[src/rtl/s_to_p.sv]
// Serial-to-parallel converter: collects DATA_W serial bits (LSB first) under a
// valid/ready handshake and emits each completed word with a one-cycle strobe.
module s_to_p #(
    parameter int unsigned DATA_W = 6
) (
    input  logic              clk,
    input  logic              rst_n,
    input  logic              valid_a,
    input  logic              data_a,
    output logic              ready_a,
    output logic              valid_b,
    output logic [DATA_W-1:0] data_b
);

    localparam int unsigned     CNT_W = $clog2(DATA_W);
    localparam logic [CNT_W-1:0] LAST = CNT_W'(DATA_W - 1);

    logic [CNT_W-1:0]  cnt_q;
    logic [DATA_W-2:0] shift_q;
    logic              accept_c;
    logic              last_c;
    logic [DATA_W-1:0] word_c;

    // Only DATA_W-1 bits are stored; the final bit is merged in straight from data_a.
    always_comb begin
        accept_c = valid_a && ready_a;
        last_c   = accept_c && (cnt_q == LAST);
        word_c   = {data_a, shift_q};
    end

    // rst_n is active-high and synchronous despite its name.
    always_ff @(posedge clk) begin
        if (rst_n) begin
            ready_a <= 1'b0;
            valid_b <= 1'b0;
            data_b  <= '0;
            cnt_q   <= '0;
            shift_q <= '0;
        end else begin
            ready_a <= 1'b1;
            valid_b <= last_c;
            if (accept_c) begin
                shift_q <= word_c[DATA_W-1:1];
                cnt_q   <= last_c ? '0 : cnt_q + CNT_W'(1);
            end
            if (last_c) begin
                data_b <= word_c;
            end
        end
    end

endmodule

[config.mk]
export PLATFORM = sky130hd
export DESIGN_NAME = s_to_p
export DESIGN_NICKNAME = d
export VERILOG_FILES = /design/src/rtl/s_to_p.sv
export SDC_FILE = /design/constraint.sdc
export NUM_CORES = 1
export LEC_CHECK = 0
export ABC_CLOCK_PERIOD_IN_PS = 2200
export BUFFER_PORTS_ARGS = -buffer_cell sky130_fd_sc_hd__buf_4
export CAP_MARGIN = 25
export CORE_UTILIZATION = 45
export CTS_CLUSTER_SIZE = 40
export DETAILED_ROUTE_END_ITERATION = 10
export PLACE_DENSITY = 0.66
export SLEW_MARGIN = 20
export SYNTH_ARGS = -nofsm -noshare
export SYNTH_HDL_FRONTEND = slang
export SYNTH_SLANG_ARGS = --single-unit
export TNS_END_PERCENT = 10
[constraint.sdc]
create_clock -name clk -period 2.2 [get_ports clk]
set_input_delay 0.55 -clock clk [delete_from_list [all_inputs] [get_ports clk]]
set_output_delay 0.55 -clock clk [all_outputs]
set_load 0.01 [all_outputs]
==> flow_summary.ini <==
[run_status]
status = completed

[die]
fp.dieW_um = 42.9
boundaryPins = 12
dieHeight_um = 42.9
coreArea_um2 = 1540
dieArea_um2 = 1840
rows = 14
start_util = 0.488

[clocking]
ctsResizeCount = 0
insertion_delay_ns = 0.28
cts_made_buffers = 3
clk_pin_slew_ns = 0.09
cts_hold_buffers = 0
post_cts_buffers = 0
numClockSinks = 16
clockBufferDepth = 2
clock-root-buffer = clkbuf_4
cts_tree = yes
cts-htree-levels = 1

[timing]
slew_headroom = 0.845
fmax_ghz = 0.771
finalCritPeriodShare = 0.589
final-max-slew-violation-count = 0
timing.final.ws_setup_ns = 0.903
fin_skew_ns = 0.00288
worst_hold_slack_ns = 0.471
finalHoldViolCount = 0
tns_ns = 0
rsz0062_at_grt = no
fin_crit_ns = 1.30
worstMarginPinSlew_ns = 0.233
setup_viol_count_final = 0

[drt]
ant_nets = 0
num_vias = 506
wire_per_inst_um = 11.4
firstDrtPassIters = 4
drt_iter0_markers = 9
wirelength_um = 1110
drc = 0
vias_per_cell = 5.22

[setup_path]
path_buf_inv = 1
crit_chain = buf_4
crit_type = flop to output port
cp_slowest_cell = dfxtp_1
end_kind = output port
path_max_fanout = 2
worstPathRequired_ns = 1.65
cpLargestDelayFamily = flip-flops
startpoint_type = flop
max_stage_delay_ns = 0.35
crit_arrival_ns = 0.75

[finish]
finalNonFillerCells = 97
area_growth_pct = 11.8
final_layout_size_suffix_gt1_frac = 0.296
n_antenna_cell = 0
final_nets = 88
fillCellCount = 140

[power_and_ir_drop]
p_leak_nw = 0.330
p_int_mw = 0.413
pwr-share-comb = 0.075
p_sw_frac = 0.215
clkPwrFrac = 0.359
ir_drop_v = 0.000320
power_density_nw_per_um2 = 626
switching_power_mw = 0.113
p_total_mw = 0.526
p_seq_frac = 0.566

[global_route]
grt.total_usage = 0.141
grt_pass1_vias = 426
antenna_found_initial = 0
grt_overflow = 0
grt_max_degree = 23
grt_pass1_wl_um = 1900

[synth]
syn_nets = 78
synth.distinct_cells = 21
syn_area_per_cell_um2 = 10.4
synthFlopType = dfxtp_1
async_reset_ff_frac = 0
synth_edf_count = 0
synthCells = 72
ys_ff_latch = 16
yosysSeqAreaShare = 0.426
netlist_area_um2 = 752
yosys_warnings = 0

[flow_run]
max_cap_violations = 0

[placement]
dp_cells = 93
dp_hpwl_um = 707
gp_congestion = 0.698
pre_cts_ws_ns = 0.801
io_buffer_count = 11

[worst_hold_path]
hp-class = flop to flop
cell type report:
| class | instances | area [um^2] | area share |
|---|---|---|---|
| Multi-Input combinational cell | 47 | 367 | 0.436 |
| Sequential cell | 16 | 320 | 0.381 |
| Timing Repair Buffer | 12 | 90.1 | 0.107 |
| Clock buffer | 4 | 36.3 | 0.0432 |
| Tap cell | 16 | 20.0 | 0.0238 |
| Inverter | 2 | 7.51 | 0.00893 |
sequential cells by signal (all words and copies together) (netlist names):
name	flops
data_b	6
valid_b	1
ready_a	1
shift_q	5
cnt_q	3
cells in the mapped netlist, types with 2 or more instances:
library cell,number,area share
a21bo_2,6,0.080
mux2i_1,6,0.080
ha_1,2,0.033
dfxtp_1,16,0.43
buf_6,3,0.045
nand3_1,5,0.033
inv_1,2,0.010
buf_4,2,0.020
nand2b_1,13,0.11
a21oi_1,6,0.040
path summary, 6_finish.rpt:
kind / startpoint / endpoint / slack (ns) / depth (start not counted)
worst min register to register: shift_q[0] / data_b[0] / 0.47 / 2
worst min-delay path: shift_q[0] / data_b[0] / 0.47 / 2
worst max register to register: cnt_q[1] / cnt_q[1] / 1.01 / 4
worst max-delay path: data_b[5] / data_b[5] / 0.90 / 1
per-stage QoR:
stage	util	area, um^2
floorplan	-	752
global route	0.545	841
finish	0.545	841
detailed placement	0.522	805
CTS	0.545	841
global placement	0.522	805
cells in the final DEF, fill, tap and decap left out, drive strengths merged, types with 2 or more instances in the layout:
cell and count:
buf 12, nand2b 13, a21oi 6, nand3 5
mux2i 6, a21bo 6, clkbuf 4, ha 2
dfxtp 16, inv 2
power groups by stage:
stage	sequential, mW	clock, mW	combinational, mW
6_report	0.298	0.189	0.0395
4_1_cts	0.298	0.199	0.0398
3_5_place_dp	0.305	0	0.0397
5_1_grt	0.299	0.212	0.0435
3_3_place_gp	0.304	0	0.0391
2_1_floorplan	0.304	0	0.0343
logic make-up (layout without fill, tap and decap cells):
group           count (synthesis)  after routing  synth area share
simple gates                   24             24             0.223
compound gates                 15             15             0.151
mux                             6              6            0.0799
buf+inv                         9             18            0.0865
fa+ha+maj                       2              2            0.0333
flops                          16             16             0.426
routing by layer:
| layer | vias up | global-route usage | wire [um] |
|---|---|---|---|
| met5 | - | 0 | 0 |
| met4 | 0 | 0.113 | 19 |
| met3 | 2 | 0.0383 | 44 |
| met2 | 9 | 0.182 | 489 |
| met1 | 230 | 0.193 | 555 |
| li1 | 265 | - | - |
Power figures use the tool's default switching activity.
